### src/rtl/ex_hazard_ctrl_pkg.sv
// Shared types for the EX-stage hazard sequencer:
// FSM encodings, the control bundle and the source-match helper.
package ex_hazard_ctrl_pkg;

  typedef enum logic [1:0] {
    HZ_RUN = 2'd0,
    HZ_LU  = 2'd1,
    HZ_MC  = 2'd2
  } hz_state_e;

  localparam logic [4:0] REG_X0 = 5'd0;

  typedef struct packed {
    logic pc_stall;
    logic ifid_stall;
    logic idex_stall;
    logic ifid_flush;
    logic idex_flush;
    logic exmem_bubble;
    logic redirect_valid;
  } hz_ctl_t;

  function automatic logic src_hit(
    input logic       used,
    input logic [4:0] rs,
    input logic [4:0] rd
  );
    return used && (rs == rd);
  endfunction

endpackage

### src/rtl/hz_sat_cnt.sv
// Saturating up-counter used for the stall and flush
// performance counters; sticks at all-ones.
module hz_sat_cnt #(
  parameter int unsigned W = 32
) (
  input  logic         clk_i,
  input  logic         rst_ni,
  input  logic         inc_i,
  output logic [W-1:0] cnt_o
);

  logic [W-1:0] cnt_q;
  logic [W-1:0] cnt_d;

  always_comb begin
    cnt_d = cnt_q;
    if (inc_i && (cnt_q != '1)) begin
      cnt_d = cnt_q + W'(1);
    end
  end

  always_ff @(posedge clk_i or negedge rst_ni) begin
    if (!rst_ni) begin
      cnt_q <= '0;
    end else begin
      cnt_q <= cnt_d;
    end
  end

  assign cnt_o = cnt_q;

endmodule

### src/rtl/ex_hazard_ctrl.sv
// EX-stage hazard sequencer: stall/flush/bubble controls
// for branch redirect, load-use and multi-cycle EX ops.
module ex_hazard_ctrl
  import ex_hazard_ctrl_pkg::*;
#(
  parameter int unsigned LU_STALL_CYC = 1,
  parameter int unsigned MC_MAX_CYC   = 64,
  parameter int unsigned CNT_W        = 32
) (
  input  logic             cpu_clk,
  input  logic             cpu_rst_n,
  input  logic [4:0]       id_rs1,
  input  logic [4:0]       id_rs2,
  input  logic             id_rs1_used,
  input  logic             id_rs2_used,
  input  logic             ex_valid,
  input  logic [4:0]       ex_rd,
  input  logic             ex_is_load,
  input  logic             ex_is_jump,
  input  logic [31:0]      ex_npc,
  input  logic             ex_mc_start,
  input  logic             mc_done,
  output logic             pc_stall,
  output logic             ifid_stall,
  output logic             idex_stall,
  output logic             ifid_flush,
  output logic             idex_flush,
  output logic             exmem_bubble,
  output logic             redirect_valid,
  output logic [31:0]      redirect_pc,
  output logic             mc_err,
  output logic [CNT_W-1:0] stall_cnt,
  output logic [CNT_W-1:0] flush_cnt
);

  localparam int CW = $clog2(MC_MAX_CYC) + 1;
  localparam logic [CW-1:0] CNT_ONE = CW'(1);
  localparam logic [CW-1:0] MC_LIM  = CW'(MC_MAX_CYC);
  localparam logic [CW-1:0] LU_LAST = CW'(LU_STALL_CYC - 1);
  localparam logic LU_MULTI = (LU_STALL_CYC > 1);

  hz_state_e     state_q;
  hz_state_e     state_d;
  logic [CW-1:0] cnt_q;
  logic [CW-1:0] cnt_d;
  logic          err_q;
  logic          err_d;

  hz_ctl_t   run_ctl;
  hz_state_e run_nxt;
  hz_ctl_t   ctl;
  logic      mc_en;
  logic      lu_hit;
  logic      mc_go;
  logic      jmp_go;
  logic      lu_go;

  assign lu_hit = ex_is_load && (ex_rd != REG_X0) &&
                  (src_hit(id_rs1_used, id_rs1, ex_rd) ||
                   src_hit(id_rs2_used, id_rs2, ex_rd));

  // mc_start is masked on the MC release cycle.
  assign mc_en  = (state_q == HZ_RUN);
  assign mc_go  = ex_valid && ex_mc_start && mc_en;
  assign jmp_go = ex_valid && ex_is_jump && !mc_go;
  assign lu_go  = ex_valid && lu_hit && !mc_go && !ex_is_jump;

  always_comb begin
    run_ctl = '0;
    run_nxt = HZ_RUN;
    unique case (1'b1)
      mc_go: begin
        run_ctl.pc_stall     = 1'b1;
        run_ctl.ifid_stall   = 1'b1;
        run_ctl.idex_stall   = 1'b1;
        run_ctl.exmem_bubble = 1'b1;
        run_nxt              = HZ_MC;
      end
      jmp_go: begin
        run_ctl.redirect_valid = 1'b1;
        run_ctl.ifid_flush     = 1'b1;
        run_ctl.idex_flush     = 1'b1;
      end
      lu_go: begin
        run_ctl.pc_stall   = 1'b1;
        run_ctl.ifid_stall = 1'b1;
        run_ctl.idex_flush = 1'b1;
        run_nxt            = LU_MULTI ? HZ_LU : HZ_RUN;
      end
      default: ;
    endcase
  end

  always_comb begin
    ctl     = '0;
    state_d = state_q;
    cnt_d   = cnt_q;
    err_d   = err_q;
    unique case (state_q)
      HZ_RUN: begin
        ctl     = run_ctl;
        state_d = run_nxt;
        if (run_nxt != HZ_RUN) begin
          cnt_d = CNT_ONE;
        end
      end
      HZ_LU: begin
        ctl.pc_stall   = 1'b1;
        ctl.ifid_stall = 1'b1;
        ctl.idex_flush = 1'b1;
        cnt_d          = cnt_q + CNT_ONE;
        if (cnt_q == LU_LAST) begin
          state_d = HZ_RUN;
        end
      end
      HZ_MC: begin
        if (mc_done || (cnt_q == MC_LIM)) begin
          ctl     = run_ctl;
          state_d = run_nxt;
          cnt_d   = CNT_ONE;
          if (!mc_done) begin
            err_d = 1'b1;
          end
        end else begin
          ctl.pc_stall     = 1'b1;
          ctl.ifid_stall   = 1'b1;
          ctl.idex_stall   = 1'b1;
          ctl.exmem_bubble = 1'b1;
          cnt_d            = cnt_q + CNT_ONE;
        end
      end
      default: begin
        state_d = HZ_RUN;
      end
    endcase
  end

  always_ff @(posedge cpu_clk or negedge cpu_rst_n) begin
    if (!cpu_rst_n) begin
      state_q <= HZ_RUN;
      cnt_q   <= '0;
      err_q   <= 1'b0;
    end else begin
      state_q <= state_d;
      cnt_q   <= cnt_d;
      err_q   <= err_d;
    end
  end

  assign pc_stall       = ctl.pc_stall;
  assign ifid_stall     = ctl.ifid_stall & ~ctl.ifid_flush;
  assign idex_stall     = ctl.idex_stall;
  assign ifid_flush     = ctl.ifid_flush;
  assign idex_flush     = ctl.idex_flush;
  assign exmem_bubble   = ctl.exmem_bubble;
  assign redirect_valid = ctl.redirect_valid;
  assign redirect_pc    = ex_npc;
  assign mc_err         = err_q;

  hz_sat_cnt #(
    .W(CNT_W)
  ) u_stall_cnt (
    .clk_i (cpu_clk),
    .rst_ni(cpu_rst_n),
    .inc_i (pc_stall),
    .cnt_o (stall_cnt)
  );

  hz_sat_cnt #(
    .W(CNT_W)
  ) u_flush_cnt (
    .clk_i (cpu_clk),
    .rst_ni(cpu_rst_n),
    .inc_i (redirect_valid),
    .cnt_o (flush_cnt)
  );

endmodule
### config.mk
export PLATFORM = sky130hd
export DESIGN_NAME = ex_hazard_ctrl
export DESIGN_NICKNAME = d
export VERILOG_FILES = /design/src/rtl/ex_hazard_ctrl_pkg.sv /design/src/rtl/hz_sat_cnt.sv /design/src/rtl/ex_hazard_ctrl.sv
export SDC_FILE = /design/constraint.sdc
export NUM_CORES = 1
export LEC_CHECK = 0
export CAP_MARGIN = 20
export CORE_ASPECT_RATIO = 0.9
export CORE_MARGIN = 3
export CORE_UTILIZATION = 41
export CTS_CLUSTER_DIAMETER = 80
export DETAILED_ROUTE_END_ITERATION = 16
export PLACE_DENSITY = 0.76
export SYNTH_ARGS = -nofsm -noshare
export SYNTH_HDL_FRONTEND = slang
export SYNTH_SLANG_ARGS = --single-unit
### constraint.sdc
create_clock -name cpu_clk -period 6.5 [get_ports cpu_clk]
set_input_delay 1.3 -clock cpu_clk [delete_from_list [all_inputs] [get_ports cpu_clk]]
set_output_delay 1.3 -clock cpu_clk [all_outputs]
set_load 0.02 [all_outputs]
* Word-level counts from Yosys, hierarchy flattened
Index checks and enable logic that the tools add are counted.
** Cells by class
- Add/subtract/negate cells :: 3
- Multiply operators :: 0
- $lt $le $gt $ge :: 0
- Muxes and demuxes :: 19
- Shift operators :: 0
- Eq/ne operators :: 10
- Bitwise operators :: 3
- Div/mod/pow operators :: 0
- Reduce and logical (&&, ||, !) cells :: 27
** Operators with widths (number)
- 32-bit by 1-bit adder with 32-bit output, second input constant :: 2
- 32-bit != test, second input constant :: 2
- 7-bit case mux with 3 select lines :: 1
- 7-bit 2-to-1 mux :: 2
- 1-bit logical AND :: 13
- 2-bit case mux with 3 select lines :: 2
- 5-bit equality test :: 2
- 2-bit 2-to-1 mux :: 5
- 2-bit case mux with 2 select lines :: 2
- 7-bit by 1-bit adder with 7-bit output, second input constant :: 1
- 7-bit equality test, second input constant :: 1
- 7-bit logical NOT :: 1
- 1-bit 2-to-1 mux :: 5
- 5-bit nonzero test :: 1
- 2-bit != test, second input constant :: 2
- 2-bit AND reduction :: 2
- 2-bit OR reduction :: 2
- 3-bit 2-to-1 mux :: 1
- 1-bit case mux with 3 select lines :: 1
- 3-bit AND reduction :: 1
- 3-bit nonzero test :: 1
- 2-bit by 1-bit equality test with 1-bit output, second input constant :: 1
- 2-bit equality test, second input constant :: 1
- 1-bit logical NOT :: 2
- 6 further kinds :: 8
** Storage, ports and cells
- Memories :: 0
- Latch bits :: 0
- Flip-flop bits (word level) :: 74
- RAM bits :: 0
- Memory bits (read-only) :: 0
- Bits of input ports :: 56
- Word-level logic and storage cells :: 67

* Longest topological paths before layout
- Depth after elaboration :: 13
- Gate-level depth with buffers :: 9
- Gate-level depth less buffers :: 8

* Cells and area by module
A second synthesis with hierarchy kept.
** Second synthesis, totals
- Cell total of the unflattened synthesis :: 407
- Area total of the unflattened synthesis :: 4189.0 um2
** Modules (own cells, without submodules)
- hz_sat_cnt :: instances 2, area each 1624.1 um2, cells each 151, sequential area each 800.8 um2
- ex_hazard_ctrl :: instances 1, area each 940.9 um2, cells each 105, sequential area each 225.2 um2

* Least setup slack after synthesis
No wires, ideal clock.
- Path kind :: input port to output port
- From :: input mc_done
- To :: output ifid_stall
- Stages :: 6
- Data arrival time :: 2468 ps
- Slack :: 2732 ps
- Required time :: 5200 ps
- Cells stage by stage :: nor2b_1 > o21ai_1 > o21ai_1 > a21oi_1 > clkbuf_1 > inv_1
** Between the ends
- Word-level cells in the longest chain between the ends :: 5
- Elaborated cells on any way between the ends :: 7
- Classes of those cells :: mux: 4; bitwise: 2; reduce/logical: 1
** RTL lines
- start, declared :: line ex_hazard_ctrl.sv:22 : input logic mc_done,
- 1-bit logical OR (*) :: line ex_hazard_ctrl.sv:117 : if (mc_done || (cnt_q == MC_LIM)) begin
- 2-bit 2-to-1 mux :: line ex_hazard_ctrl.sv:117
- 2-bit case mux with 2 select lines :: line ex_hazard_ctrl.sv:99 : unique case (state_q)
- 1-bit inverter :: line ex_hazard_ctrl.sv:151 : assign ifid_stall = ctl.ifid_stall & ~ctl.ifid_flush;
- 1-bit bitwise AND (*) :: line ex_hazard_ctrl.sv:151
- end, declared :: line ex_hazard_ctrl.sv:24 : output logic ifid_stall,
Every way passes the cells marked *; elsewhere a longest branch is shown, timed or not.

* Worst setup path after layout
- From :: input mc_done
- To :: output pc_stall
** Between the ends
- Word-level cells in the longest chain between the ends :: 3
** RTL lines
- 1-bit logical OR :: line ex_hazard_ctrl.sv:117
- 3-bit 2-to-1 mux :: line ex_hazard_ctrl.sv:117
- 2-bit case mux with 3 select lines :: line ex_hazard_ctrl.sv:99
- end, declared :: line ex_hazard_ctrl.sv:23 : output logic pc_stall,
No other way between the ends.

==> impl_metrics.sql <==
INSERT INTO impl_metrics (metric_group, metric, value, unit) VALUES
('routing', 'detailedRoute.firstIterationViolations', '162', ''),
('hold_path', 'hold_class', 'flip-flop to flip-flop', ''),
('power_and_ir_drop', 'leakage', '0.002152', 'uW'),
('outcome', 'run_status', 'completed', ''),
('global_routing', 'grt_max_degree', '74', ''),
('sta', 'worst_slew_margin_rel', '0.3762', ''),
('place', 'routabilityCongestion', '0.8400', ''),
('routing', 'via_count', '3208', ''),
('clock_network', 'clockRootBuffer', 'sky130_fd_sc_hd__clkbuf_8', ''),
('clock_network', 'clk_transition_reported_paths', '0.08', 'ns'),
('worst_setup_path', 'crit_arrival', '3.59', 'ns'),
('sta', 'fin_crit_period', '4.891', 'ns'),
('worst_setup_path', 'worst_ep_required_time', '5.20', 'ns'),
('routing', 'first_pass_iters', '7', ''),
('final_layout', 'seqCellArea', '1827', 'um^2'),
('final_layout', 'drive_above_1_share', '0.05858', ''),
('worst_setup_path', 'critPathMaxFanout', '33', ''),
('routing', 'detail-route-antenna-nets', '0', ''),
('final_layout', 'final_common_cell', 'sky130_fd_sc_hd__clkdlybuf4s50_1', ''),
('synth', 'syn-mean-instance-area', '9.816', 'um^2'),
('sta', 'fin_tns_setup', '0', 'ns'),
('sta', 'grt_setup_unrepaired', 'no', ''),
('global_routing', 'first_pass_grt_wire_length', '15020', 'um'),
('clock_network', 'htree_levels', '3', ''),
('final_layout', 'syn_to_final_growth', '25.74', '%'),
('routing', 'detail_route.drc_violations', '0', ''),
('place', 'io_buffers', '95', ''),
('floorplanning', 'die_height', '99.77', 'um'),
('global_routing', 'grt_usage', '0.1718', ''),
('synth', 'ys_async_sr_fraction', '1.000', ''),
('final_layout', 'fillerInstances', '859', ''),
('synth', 'synth_enable_flop_cells', '0', ''),
('global_routing', 'gr-total-overflow', '0', ''),
('floorplanning', 'ios', '160', ''),
('sta', 'timing.final.max_slew_violations', '0', ''),
('routing', 'vias_per_cell', '5.347', ''),
('clock_network', 'cts_tree', 'built', ''),
('synth', 'post_synth_instance_area', '4005', 'um^2'),
('floorplanning', 'dieArea', '10990', 'um^2'),
('final_layout', 'number_of_diodes_added_for_antenna_fixing', '0', ''),
('synth', 'netlist_instances', '408', ''),
('final_layout', 'nets', '533', ''),
('routing', 'routedWlPerCell', '15.55', 'um'),
('floorplanning', 'chipWidth', '110.2', 'um'),
('power_and_ir_drop', 'cellPowerDensity', '248.7', 'nW/um^2'),
('global_routing', 'first_global_vias', '3171', ''),
('routing', 'finalWirelength', '9332', 'um'),
('clock_network', 'cts_buffers', '9', ''),
('global_routing', 'grt_antenna_before_repair', '0', ''),
('worst_setup_path', 'cp-start-kind', 'primary input', ''),
('sta', 'fmax', '204.5', 'MHz'),
('flow_run', 'maxCapViolations', '0', ''),
('floorplanning', 'fp.coreArea', '9331', 'um^2'),
('synth', 'synthesis_warnings', '0', ''),
('clock_network', 'numClockSinks', '73', ''),
('place', 'dpl_cell_area', '4832', 'um^2'),
('clock_network', 'postCtsHoldBufs', '0', ''),
('synth', 'synth_top_flop_cell', 'sky130_fd_sc_hd__dfrtp_1', ''),
('synth', 'yosys_register_bits', '73', ''),
('final_layout', 'multi_input_area', '1866', 'um^2'),
('final_layout', 'finalInstanceArea', '5036', 'um^2'),
('synth', 'synth_sequential_area_ratio', '0.4561', ''),
('sta', 'post_route_clock_skew', '0.007047', 'ns'),
('clock_network', 'clkLatencyLatePin', '0.35', 'ns'),
('worst_setup_path', 'worst_setup_end_kind', 'output pin', ''),
('floorplanning', 'row_count', '33', ''),
('sta', 'timing.final.hold_violations', '0', ''),
('clock_network', 'post_cts_resized', '0', ''),
('place', 'place_hpwl', '6687', 'um'),
('clock_network', 'cts.repair_timing.setup_buffer_count', '0', ''),
('sta', 'setup_viol', '0', ''),
('synth', 'mappedNetlistNets', '468', ''),
('floorplanning', 'initial_core_util', '0.4292', ''),
('final_layout', 'commonest_cells_after_routing_fill_and_taps_aside', 'sky130_fd_sc_hd__clkdlybuf4s50_1 (94), sky130_fd_sc_hd__dfrtp_1 (73), sky130_fd_sc_hd__nand2_1 (37), sky130_fd_sc_hd__xor2_1 (36), sky130_fd_sc_hd__xnor2_1 (35)', ''),
('synth', 'synth_cell_type_count', '41', ''),
('power_and_ir_drop', 'post-layout-total-power', '1252', 'uW'),
('power_and_ir_drop', 'ir_worst_vdd', '0.0001189', 'V'),
('sta', 'tightest_slew', '0.9356', 'ns'),
('worst_setup_path', 'critPathKind', 'primary input to output pin', ''),
('clock_network', 'clock_path_buffers', '2', ''),
('sta', 'layout_worst_path_cycle_share', '0.7524', '');
final cells by class:
| cell class | instances | share of cell area |
|---|---|---|
| Timing Repair Buffer | 97 | 0.1908 |
| Sequential cell | 73 | 0.3627 |
| Clock buffer | 11 | 0.02807 |
| Tap cell | 122 | 0.03031 |
| Inverter | 7 | 0.005217 |
| Multi-Input combinational cell | 285 | 0.3704 |
| Clock inverter | 5 | 0.01242 |
per-stage QoR:
step / hold WS [ns] / setup WS, ns / instances / util
2_1_floorplan: 0.4480 / 2.732 / 408 / -
3_3_place_gp: 0.4660 / 1.641 / 584 / 0.5178
3_5_place_dp: 0.4772 / 1.609 / 584 / 0.5178
4_1_cts: 0.4927 / 1.592 / 600 / 0.5397
5_1_grt: 0.4952 / 1.326 / 600 / 0.5397
6_report: 0.4873 / 1.609 / 600 / 0.5397
worst max-delay path, cell delays in order:
cell and delay [ns]:
sky130_fd_sc_hd__clkdlybuf4s50_1 0.45, sky130_fd_sc_hd__nor2b_1 0.06, sky130_fd_sc_hd__o21ai_1 0.40, sky130_fd_sc_hd__o21ai_1 0.25
sky130_fd_sc_hd__a21oi_2 0.17, sky130_fd_sc_hd__buf_4 0.33, sky130_fd_sc_hd__inv_1 0.07, sky130_fd_sc_hd__clkdlybuf4s50_1 0.54
cells in the mapped netlist (2+ instances only):
library cell	instances	area share
sky130_fd_sc_hd__nand3_1	24	0.030
sky130_fd_sc_hd__dfrtp_1	73	0.46
sky130_fd_sc_hd__mux2_2	3	0.0084
sky130_fd_sc_hd__nor4_1	10	0.016
sky130_fd_sc_hd__ha_1	4	0.012
sky130_fd_sc_hd__o31ai_1	2	0.0037
sky130_fd_sc_hd__a31oi_1	2	0.0031
sky130_fd_sc_hd__nor4b_1	4	0.0087
sky130_fd_sc_hd__xnor2_1	35	0.077
sky130_fd_sc_hd__and4_1	3	0.0066
sky130_fd_sc_hd__o21ai_0	7	0.0087
sky130_fd_sc_hd__nand2_1	37	0.035
sky130_fd_sc_hd__nor2_1	19	0.018
sky130_fd_sc_hd__buf_4	34	0.064
sky130_fd_sc_hd__or4_4	2	0.0056
sky130_fd_sc_hd__or4_1	2	0.0037
sky130_fd_sc_hd__nor3_1	20	0.025
sky130_fd_sc_hd__nand4_1	23	0.036
sky130_fd_sc_hd__nand2b_1	3	0.0047
sky130_fd_sc_hd__and2_1	8	0.012
sky130_fd_sc_hd__o21ai_1	2	0.0025
sky130_fd_sc_hd__a21oi_1	6	0.0075
sky130_fd_sc_hd__xor2_1	36	0.079
sky130_fd_sc_hd__nor2b_1	3	0.0047
sky130_fd_sc_hd__and3_1	15	0.023
sky130_fd_sc_hd__clkbuf_1	8	0.0075
sky130_fd_sc_hd__inv_1	7	0.0066
sky130_fd_sc_hd__nor3b_1	3	0.0056
cells by family after synthesis:
family | synth area share
adders and majority gates | 0.01250
and+or+nand+nor | 0.2490
xor gates and xnor gates | 0.1553
muxes | 0.008434
buffers and inverters | 0.07904
AOI/OAI and AO/OA | 0.03967
DFF | 0.4561
registers in the layout (all words and copies together) (netlist names):
register / count
cnt_q: 7
mc_err: 1
state_q: 1
u_flush_cnt.cnt_o: 32
u_stall_cnt.cnt_o: 32
per-layer routing:
layer	up-vias	GRT usage	routed length [um]
li1	1515	-	-
met1	1566	0.2202	4127
met2	111	0.2817	4495
met3	16	0.04348	585
met4	0	0.05871	124
met5	-	0	0
power breakdown:
| part | switching (uW) | internal [uW] |
|---|---|---|
| Clock | 179 | 191 |
| Combinational | 184 | 142 |
| Sequential | 59.1 | 498 |
| Total | 422 | 831 |
worst paths after layout:
| check | to | depth (start not counted) | startpoint | slack (ns) |
|---|---|---|---|---|
| worst min-delay path | mc_err | 1 | mc_err | 0.49 |
| worst min register to register | mc_err | 1 | mc_err | 0.49 |
| worst max-delay path | pc_stall | 8 | mc_done | 1.61 |
| min in group asynchronous | u_stall_cnt.cnt_o[15] | 2 | cpu_rst_n | 1.17 |
| max in group asynchronous | u_flush_cnt.cnt_o[6] | 2 | cpu_rst_n | 4.73 |
| worst max register to register | u_flush_cnt.cnt_o[31] | 6 | cnt_q[3] | 3.55 |
(Power assumes the default switching activity.)
